`config.mk`:
```
export PLATFORM = sky130hd
export DESIGN_NAME = cpu_controller
export DESIGN_NICKNAME = d
export VERILOG_FILES = /design/src/rtl/cpu_controller.sv
export SDC_FILE = /design/constraint.sdc
export NUM_CORES = 1
export LEC_CHECK = 0
export CAP_MARGIN = 10
export CORE_MARGIN = 2
export CORE_UTILIZATION = 49
export DETAILED_ROUTE_END_ITERATION = 12
export HOLD_SLACK_MARGIN = 0.06
export PLACE_DENSITY = 0.84
export SYNTH_ARGS = -nofsm -noshare
export SYNTH_HDL_FRONTEND = slang
export SYNTH_SLANG_ARGS = --single-unit
```
`constraint.sdc`:
```
create_clock -name clk -period 3.2 [get_ports clk]
set_input_delay 0.48 -clock clk [delete_from_list [all_inputs] [get_ports clk]]
set_output_delay 0.48 -clock clk [all_outputs]
set_load 0.1 [all_outputs]
```
`src/rtl/cpu_controller.sv`:
```
// Multi-cycle fetch/decode/execute control unit for the 16-bit datapath.
// Control outputs are registered from the next state, so each one is valid for the whole state it belongs to.
module cpu_controller (
    input  logic        clk,
    input  logic        reset,
    input  logic [15:0] read_data,
    output logic [1:0]  mem_cmd,
    output logic        addr_sel,
    output logic        load_pc,
    output logic        reset_pc,
    output logic        load_addr,
    output logic [2:0]  writenum,
    output logic [2:0]  readnum,
    output logic [1:0]  shift,
    output logic [1:0]  ALUop,
    output logic [1:0]  vsel,
    output logic        write,
    output logic        asel,
    output logic        bsel,
    output logic        loada,
    output logic        loadb,
    output logic        loadc,
    output logic        loads,
    output logic        shift_ctrl,
    output logic [15:0] sximm8,
    output logic [15:0] sximm5,
    output logic        halted
);

    localparam logic [1:0] MNONE  = 2'b00;
    localparam logic [1:0] MREAD  = 2'b01;
    localparam logic [1:0] MWRITE = 2'b10;

    typedef enum logic [4:0] {
        S_RST, S_IF1, S_IF2, S_UPC, S_DEC,
        S_WIMM, S_GETA, S_GETB, S_EXEC, S_WREG, S_CMPS,
        S_ADR, S_LADR, S_MRD, S_MWB, S_SGETB, S_SDAT, S_MWR,
        S_HALT
    } state_t;

    typedef struct packed {
        logic [1:0] mem_cmd;
        logic       addr_sel;
        logic       load_pc;
        logic       reset_pc;
        logic       load_addr;
        logic [2:0] writenum;
        logic [2:0] readnum;
        logic [1:0] alu_op;
        logic [1:0] vsel;
        logic       write;
        logic       asel;
        logic       bsel;
        logic       loada;
        logic       loadb;
        logic       loadc;
        logic       loads;
        logic       shift_ctrl;
        logic       halted;
    } ctl_t;

    state_t      r_state;
    state_t      w_state_next;
    logic [15:0] r_ir;
    ctl_t        r_ctl;

    logic [2:0]  w_opcode;
    logic [1:0]  w_op;

    assign w_opcode = r_ir[15:13];
    assign w_op     = r_ir[12:11];

    // Control word for a given state; IR fields are only consulted after UPC, when IR is settled.
    function automatic ctl_t decode(input state_t s, input logic [15:0] ir);
        ctl_t c;
        c = '0;
        c.mem_cmd = MNONE;
        case (s)
            S_RST: begin
                c.reset_pc = 1'b1;
                c.load_pc  = 1'b1;
            end
            S_IF1, S_IF2: begin
                c.addr_sel = 1'b1;
                c.mem_cmd  = MREAD;
            end
            S_UPC: c.load_pc = 1'b1;
            S_WIMM: begin
                c.vsel     = 2'b10;
                c.writenum = ir[10:8];
                c.write    = 1'b1;
            end
            S_GETA: begin
                c.readnum = ir[10:8];
                c.loada   = 1'b1;
            end
            S_GETB: begin
                c.readnum = ir[2:0];
                c.loadb   = 1'b1;
            end
            S_EXEC: begin
                // MOV reg passes B through with A masked; ALU ops take their code from op.
                if (ir[15:13] == 3'b110) begin
                    c.asel   = 1'b1;
                    c.alu_op = 2'b00;
                end else begin
                    c.alu_op = ir[12:11];
                end
                c.loadc = 1'b1;
            end
            S_WREG: begin
                c.vsel     = 2'b00;
                c.writenum = ir[7:5];
                c.write    = 1'b1;
            end
            S_CMPS: begin
                c.alu_op = 2'b01;
                c.loads  = 1'b1;
            end
            S_ADR: begin
                c.bsel   = 1'b1;
                c.alu_op = 2'b00;
                c.loadc  = 1'b1;
            end
            S_LADR: c.load_addr = 1'b1;
            S_MRD: begin
                c.addr_sel = 1'b0;
                c.mem_cmd  = MREAD;
            end
            S_MWB: begin
                c.mem_cmd  = MREAD;
                c.vsel     = 2'b11;
                c.writenum = ir[7:5];
                c.write    = 1'b1;
            end
            S_SGETB: begin
                c.readnum = ir[7:5];
                c.loadb   = 1'b1;
            end
            S_SDAT: begin
                c.asel       = 1'b1;
                c.bsel       = 1'b0;
                c.alu_op     = 2'b00;
                c.shift_ctrl = 1'b1;
                c.loadc      = 1'b1;
            end
            S_MWR: begin
                c.addr_sel = 1'b0;
                c.mem_cmd  = MWRITE;
            end
            S_HALT: c.halted = 1'b1;
            default: c = '0;
        endcase
        return c;
    endfunction

    always_comb begin
        w_state_next = r_state;
        case (r_state)
            S_RST:  w_state_next = S_IF1;
            S_IF1:  w_state_next = S_IF2;
            S_IF2:  w_state_next = S_UPC;
            S_UPC:  w_state_next = S_DEC;
            S_DEC: begin
                case ({w_opcode, w_op})
                    5'b110_10: w_state_next = S_WIMM;
                    5'b110_00: w_state_next = S_GETB;
                    5'b101_00,
                    5'b101_10,
                    5'b101_01: w_state_next = S_GETA;
                    5'b101_11: w_state_next = S_GETB;
                    5'b011_00,
                    5'b100_00: w_state_next = S_GETA;
                    default:   w_state_next = S_HALT;
                endcase
            end
            S_GETA: w_state_next = (w_opcode == 3'b101) ? S_GETB : S_ADR;
            S_GETB: w_state_next = (w_opcode == 3'b101 && w_op == 2'b01) ? S_CMPS : S_EXEC;
            S_EXEC: w_state_next = S_WREG;
            S_ADR:  w_state_next = S_LADR;
            S_LADR: w_state_next = (w_opcode == 3'b011) ? S_MRD : S_SGETB;
            S_MRD:  w_state_next = S_MWB;
            S_SGETB: w_state_next = S_SDAT;
            S_SDAT: w_state_next = S_MWR;
            S_WIMM, S_WREG, S_CMPS, S_MWB, S_MWR: w_state_next = S_IF1;
            S_HALT: w_state_next = S_HALT;
            default: w_state_next = S_RST;
        endcase
    end

    always_ff @(posedge clk) begin
        if (reset) begin
            r_state <= S_RST;
            r_ir    <= 16'h0000;
            r_ctl   <= decode(S_RST, 16'h0000);
        end else begin
            r_state <= w_state_next;
            if (r_state == S_IF2) begin
                r_ir <= read_data;
            end
            r_ctl <= decode(w_state_next, r_ir);
        end
    end

    assign mem_cmd    = r_ctl.mem_cmd;
    assign addr_sel   = r_ctl.addr_sel;
    assign load_pc    = r_ctl.load_pc;
    assign reset_pc   = r_ctl.reset_pc;
    assign load_addr  = r_ctl.load_addr;
    assign writenum   = r_ctl.writenum;
    assign readnum    = r_ctl.readnum;
    assign ALUop      = r_ctl.alu_op;
    assign vsel       = r_ctl.vsel;
    assign write      = r_ctl.write;
    assign asel       = r_ctl.asel;
    assign bsel       = r_ctl.bsel;
    assign loada      = r_ctl.loada;
    assign loadb      = r_ctl.loadb;
    assign loadc      = r_ctl.loadc;
    assign loads      = r_ctl.loads;
    assign shift_ctrl = r_ctl.shift_ctrl;
    assign halted     = r_ctl.halted;

    assign shift  = r_ir[4:3];
    assign sximm8 = {{8{r_ir[7]}}, r_ir[7:0]};
    assign sximm5 = {{11{r_ir[4]}}, r_ir[4:0]};

endmodule

```
Word-level counts from Yosys, hierarchy flattened
Memories as Yosys holds them, arrays and structs flattened. A register that Yosys moved wholly into a read port is not among the register bits.
Index checks and enable logic that the tools add are counted.
- eq/ne operators: 39
- mux-type cells: 25
- reductions and logical operators: 10
- operators by type and width (kind ; count):
    $eq 5x4->1 const B ; 16
    $pmux 5 s14 ; 1
    $eq 5x3->1 const B ; 7
    $eq 5x5->1 const B ; 6
    $eq 5x2->1 const B ; 4
    $pmux 3 s3 ; 2
    $mux 1 ; 12
    $eq 5x1->1 const B ; 2
    $logic_not 5->1 ; 2
    $mux 5 ; 2
    $pmux 2 s2 ; 2
    $reduce_or 2->1 ; 4
    $eq 3x3->1 const B ; 2
    $mux 2 ; 3
    $pmux 3 s2 ; 1
    $reduce_or 6->1 ; 1
    $mux 4 ; 1
    $reduce_or 4->1 ; 1
    $eq 3x2->1 const B ; 1
    $reduce_or 3->1 ; 1
    $eq 2x1->1 const B ; 1
    $pmux 1 s2 ; 1
    $logic_and 1x1->1 ; 1
- flip-flop bits (word level): 46
- ROM bits: 128
- input port bits: 18
- output and inout bits: 59
- logic and storage cells: 95
- memories kept: 1
- memory list (memory ; depth ; bits a word ; rd ports ; clocked after Yosys merged registers in ; write ports ; line ; text):
    (name not given) ; 32 ; 4 ; 1 ; 1 ; 0 ; 165 ; case ({w_opcode, w_op})

Longest topological paths before layout
Gate-level depths: netlist (run 1).
- depth after elaboration: 7
- gate-level depth with buffers: 8
- depth with buffers taken out: 6

Worst setup path before layout (run 1)
OpenSTA, ideal clock, no wires.
- path kind: register to register
- start: reg r_state[0]
- end: reg r_ctl, in the netlist readnum[1]
- setup time: 126 ps
- arrival: 1694 ps
- data required time: 3074 ps
- path slack: 1380 ps
- cell stages (with the launch flop): 8
- path buffers: 2
- period minus slack after synthesis: 1820 ps
- cells stage by stage: dfxtp_1 > buf_4 > o21ai_0 > and4_1 > clkbuf_1 > mux2_2 > a32oi_1 > nor2_1
- cells in the longest elaborated chain, start to end: 5
- elaborated cells on any way between the ends: 25
- those cells by class: eq/ne: 21; mux: 2; reduce/logical: 2
- ends and longest elaborated chain (what ; line ; text):
    start, declared ; 62 ; state_t r_state;
    start signal, assigned ; 197 ; r_state <= w_state_next;
    $eq 5x3->1, or another cell as far along ; 159 ; case (r_state)
    $reduce_or 6->1 (no line) ; n/a ;
    $pmux 5 s14 (*) ; 159 ;
    $eq 5x4->1 / $eq 5x3->1 (equally long branches) ; 78 ; case (s)
    $pmux 3 s3 (*) ; 78 ;
    end signal, assigned ; 195 ; r_ctl <= decode(S_RST, 16'h0000);
    end signal, assigned ; 201 ; r_ctl <= decode(w_state_next, r_ir);
    end, declared ; 65 ; ctl_t r_ctl;
Mark *: on every way between the ends. The rest lies on a longest branch, timed or not.
A chain may end at the register's enable or synchronous reset.

==> results of run 1 <==
synth_stat cells (4+ instances only):
cell | number | share of area, %
nor3_1 | 8 | 1.7
nor2_1 | 19 | 3.0
inv_1 | 4 | 0.63
clkbuf_1 | 6 | 0.95
dfxtp_1 | 50 | 42
buf_4 | 38 | 12
nand3b_1 | 6 | 1.9
nand2_1 | 41 | 6.5
nor2b_1 | 5 | 1.3
a21oi_1 | 23 | 4.9
o21ai_0 | 5 | 1.1
a32oi_1 | 4 | 1.5
power groups by stage:
stage | sequential (uW) | clock, uW | combinational, uW
6_report | 699 | 447 | 622
3_5_place_dp | 713 | 0 | 622
5_1_grt | 705 | 471 | 651
3_3_place_gp | 711 | 0 | 616
4_1_cts | 699 | 449 | 623
2_1_floorplan | 791 | 0 | 457
per-stage QoR:
stage                     std cells  cell area, um^2
after floorplan                 272             2370
final                           364             2910
after global routing            364             2910
after detailed placement        356             2790
after CTS                       364             2910
after global placement          356             2790
final cells by class:
class                   count  area [um^2]
clock buffers               5         68.8
clock inverters             3         43.8
well taps                  54         67.6
repair buffers             77          683
fillers                   414         1790
multi-input cells         171         1030
flip-flops and latches     50         1000
inverters                   4         15.0
per-layer routing:
layer | track usage, % | vias up | wire length, um
li1 | - | 982 | -
met1 | 25.7 | 895 | 2210
met2 | 30.4 | 67 | 2480
met3 | 5.08 | 5 | 325
met4 | 6.26 | 0 | 50
met5 | 0 | - | 0
tightest hold or removal path, cell delays in order, from the launching register on:
cell     delay, ps
dfxtp_1        330
nand2_1         60
a21oi_1         50
cell families (layout without fill, tap and decap cells):
logic type / Yosys count / after routing / synth area share [%]
muxes: 5 / 5 / 2.27
AOI/OAI and AO/OA: 50 / 50 / 14.6
and+or+nand+nor: 113 / 113 / 25.4
xor gates and xnor gates: 3 / 3 / 1.11
buffers and inverters: 51 / 89 / 14.5
DFF: 50 / 50 / 42.2
worst max path at each step:
stage	end	start	depth (start not counted)
floorplan	readnum[1]	r_state[0]	7
global placement	register	r_state[1]	6
detailed placement	register	r_state[1]	6
CTS	register	r_state[1]	6
global route	register	r_state[1]	6
finish	register	r_state[1]	6
registers in the layout, summed over array words and instances (netlist names), 2 cells and up, named ones only:
name and flops:
vsel 2, readnum 3, mem_cmd 2, writenum 3
r_state 5, r_ir 16, ALUop 2
==> impl_metrics.json, run 1 <==
{
  "rows": 25,
  "ctsHoldBuffers": 0,
  "r2r.worst_path.cells": 6,
  "die_w_um": 73.6,
  "hold_end": "r_ir[9]",
  "post-place-ws_ps": 699,
  "avgViaCountPerCell": 5.35,
  "status": "finished, final reports clean",
  "cp_top_family": "simple AND/OR/NAND/NOR gates",
  "worstPathMaxFanout": 16,
  "hp-class": "reg2reg",
  "critPathBufInv": 0,
  "final_common_cell": "dfxtp_1",
  "switching_share_pct": 41.1,
  "fmax_mhz": 392,
  "min_period_ps": 2550,
  "total_power_uw": 1770,
  "tightest_slew_ps": 985,
  "dieHeight_um": 73.6,
  "p_per_area_mw_per_mm2": 608,
  "synth_cell_types": 50,
  "antenna_found_initial": 0,
  "io_pins": 77,
  "netlist_area_mm2": 0.00237,
  "synth_warnings": 0,
  "slew_headroom_pct": 34.1,
  "netSwitchingPower_uw": 727,
  "syn2layout_area_growth_pct": 22.5,
  "syn_avg_cell_area_um2": 8.72,
  "cts_root_buf": "clkbuf_8",
  "drt_wl_total_um": 5060,
  "drtAntennaViolNets": 0,
  "crit_path_top_delay_cell": "dfxtp_1",
  "p_comb_share_pct": 35.2,
  "hold_ws_ps": 483,
  "synth-seq-cells": 50,
  "setup_tns_ps": 0,
  "fin_crit_sh_pct": 79.7,
  "clk_path_buf_depth": 2,
  "h-tree-depth": 2,
  "drc_errors": 0,
  "dieArea_mm2": 0.00541,
  "cts_tree": "built",
  "final_cell_mix": "50 x dfxtp_1, 42 x clkdlybuf4s50_1, 41 x nand2_1",
  "grt_overflow_total": 0,
  "hold_viol": 0,
  "holdPathStages": 2,
  "ys.flop_type": "dfxtp_1",
  "path_cells": "nor2b_2 -> and2_1 -> mux2i_1 -> nor2_1 -> or3_1 -> a21oi_1",
  "cp.required_ps": 3430,
  "ir_drop_mv": 0.399,
  "cp-end-kind": "register",
  "r2r_slack_ps": 650,
  "async_flop_share_pct": 0,
  "netlist_instances": 272,
  "dp_hpwl_um": 3790,
  "slew_violations": 0,
  "fin_util_pct": 61.9,
  "clkTransAtPathRegs_ps": 90,
  "start_util_pct": 50.6,
  "p_clk_share_pct": 25.3,
  "diodes": 0,
  "cts-buffers-inserted": 5,
  "cts.sinks": 50,
  "cp.arrival_ps": 2780,
  "cts_resized": 0,
  "drtPass1Iterations": 4,
  "final_nets": 327,
  "ys_seq_area_share_pct": 42.2,
  "cts_setup_buffers": 0,
  "synth_edf_count": 0,
  "num_vias": 1949,
  "grt_pass1_wl_um": 8020,
  "gp_congestion": 0.847,
  "first_iter_violations": 106,
  "grt_pass1_vias": 1654,
  "finalSetupViolations": 0,
  "clkLatencyLatePin_ps": 300,
  "critical-path-max-stage-delay_ps": 650,
  "setup.worst_path.class": "reg2reg",
  "cp-start-kind": "register",
  "fin_ws_ps": 651,
  "power_leakage_uw": 0.00114,
  "fin_skew_ps": 8.26,
  "placeableCoreArea_mm2": 0.00469,
  "port_buffers": 76,
  "p_int_uw": 1040,
  "grt_max_degree": 27,
  "r2r_start": "r_state[1]",
  "rsz0062_at_grt": "no",
  "p_seq_share_pct": 39.5,
  "grt_usage_pct": 19.3,
  "maxCapViolCount": 0,
  "syn_nets": 290,
  "wl_per_cell_um": 13.9,
  "worstHoldStart": "r_ir[9]",
  "drive_gt1_share_pct": 18.1
}
No activity file was read; power rests on OpenSTA's default activity.
==> run 2: changes to the inputs <==
Settings changed: CORE_UTILIZATION 49 to 41, PLACE_DENSITY 0.84 to 0.75.
Clock period 3.2 ns to 2.23 ns, I/O delays scaled along.
==> run 2 against run 1 <==
Net effect: critical path depth did not move; maximum frequency rose by 20%; clock power rose by 49%; sequential cell count did not move; via count rose by 2.7%; routed wire length rose by 7.6%; power rose by 48%; final cell count rose by 8.8%; clock skew rose by 3.2 ps; non-clock buffer count rose by 14; largest power group unchanged.
==> impl_metrics.json, run 2 (same netlist as run 1, synthesis figures left out) <==
{
  "status": "finished, final reports clean",
  "p_seq_share_pct": 38.3,
  "antenna_found_initial": 0,
  "rsz0062_at_grt": "no",
  "drc_errors": 0,
  "cp-end-kind": "register",
  "top_regs": "r_ir (16), r_state (5)",
  "cp.required_ps": 2450,
  "fmax_mhz": 472,
  "io_pins": 77,
  "final_nets": 341,
  "port_buffers": 76,
  "avgViaCountPerCell": 5.05,
  "die_w_um": 80.1,
  "finalSetupViolations": 0,
  "drt_wl_total_um": 5440,
  "gp_congestion": 0.847,
  "p_int_uw": 1560,
  "cp-start-kind": "register",
  "syn2layout_area_growth_pct": 25.9,
  "num_vias": 2001,
  "tightest_slew_ps": 453,
  "p_clk_share_pct": 25.6,
  "cts_resized": 0,
  "dieArea_mm2": 0.00641,
  "clkLatencyLatePin_ps": 300,
  "fin_skew_ps": 11.5,
  "top_register": "r_ir",
  "grt_usage_pct": 16.8,
  "dieHeight_um": 80.1,
  "grt_pass1_vias": 1778,
  "netSwitchingPower_uw": 1050,
  "largest_register_ffs": 16,
  "cts_tree": "built",
  "final_cell_mix": "74 x buf_4, 47 x dfxtp_1, 41 x nand2_1",
  "hold_viol": 0,
  "nFillCells": 548,
  "maxCapViolCount": 0,
  "worstHoldStart": "r_ir[10]",
  "ctsHoldBuffers": 0,
  "worstPathMaxFanout": 10,
  "setup_tns_ps": 0,
  "min_period_ps": 2120,
  "startpoint": "r_state[3]",
  "switching_share_pct": 40.3,
  "cp.arrival_ps": 2330,
  "diodes": 0,
  "clk_path_buf_depth": 2,
  "grt_pass1_wl_um": 8560,
  "wl_per_cell_um": 13.7,
  "setup.worst_path.class": "reg2reg",
  "post-place-ws_ps": 94.2,
  "drtPass1Iterations": 4,
  "r2r_start": "r_state[3]",
  "fin_ws_ps": 113,
  "first_iter_violations": 169,
  "fin_crit_sh_pct": 94.9,
  "slew_headroom_pct": 69.8,
  "h-tree-depth": 2,
  "ir_drop_mv": 0.489,
  "drtAntennaViolNets": 0,
  "grt_max_degree": 27,
  "placeableCoreArea_mm2": 0.00554,
  "cts_setup_buffers": 0,
  "cts_root_buf": "clkbuf_8",
  "p_per_area_mw_per_mm2": 873,
  "grt_overflow_total": 0,
  "cts.sinks": 50,
  "final_common_cell": "buf_4",
  "power_leakage_uw": 0.00126,
  "dp_hpwl_um": 4130,
  "rows": 27,
  "p_comb_share_pct": 36.1,
  "slew_violations": 0,
  "clkTransAtPathRegs_ps": 90,
  "hp-class": "reg2reg",
  "start_util_pct": 42.8,
  "drive_gt1_share_pct": 30.6,
  "cts-buffers-inserted": 5
}
run 2: metal layers:
metal	part of all wire [%]	routed length (um)	global-route usage (%)	vias up
met5	0	0	0	-
met4	0.31	17	4.41	0
met3	7.4	403	4.27	3
met2	47	2580	28.2	74
met1	45	2440	21.5	914
li1	-	-	-	1010
run 2: layout make-up:
class	instances	area (um^2)	share of cell area (%)
Sequential cell	50	1000	33.6
Clock buffer	6	82.6	2.76
Inverter	4	15.0	0.503
Multi-Input combinational cell	171	1030	34.5
Timing Repair Buffer	91	726	24.3
Clock inverter	2	38.8	1.30
Tap cell	72	90.1	3.02
run 2: final timing paths:
kind                            endpoint  slack [ps]  cells after the start
worst max-delay path            register         110                      6
worst max register to register  register         110                      6
worst min register to register  r_ir[10]         480                      2
worst min-delay path            r_ir[10]         480                      2
run 2: critical path: stages, from the launching register on:
cell and delay [ps]:
dfxtp_1 410, nor3_1 360, and2_1 340, mux2i_1 130, or2_4 260, or3_1 370
a21oi_1 170
run 2: power groups by stage:
| stage | logic (uW) | clock network [uW] | registers, uW |
|---|---|---|---|
| global route | 985 | 714 | 1010 |
| CTS | 941 | 673 | 997 |
| detailed placement | 937 | 0 | 1020 |
| finish | 943 | 668 | 998 |
| floorplan | 656 | 0 | 1130 |
| global placement | 931 | 0 | 1020 |
run 2: per-stage QoR:
step / total power [uW] / std cells / utilization [%] / area [um^2] / hold WS, ps
CTS: 2610 / 396 / 53.8 / 2980 / 480
floorplan: 1790 / 272 / - / 2370 / 446
global placement: 1950 / 388 / 51.6 / 2860 / 464
finish: 2610 / 396 / 53.9 / 2990 / 478
global route: 2710 / 396 / 53.9 / 2990 / 519
detailed placement: 1950 / 388 / 51.6 / 2860 / 468
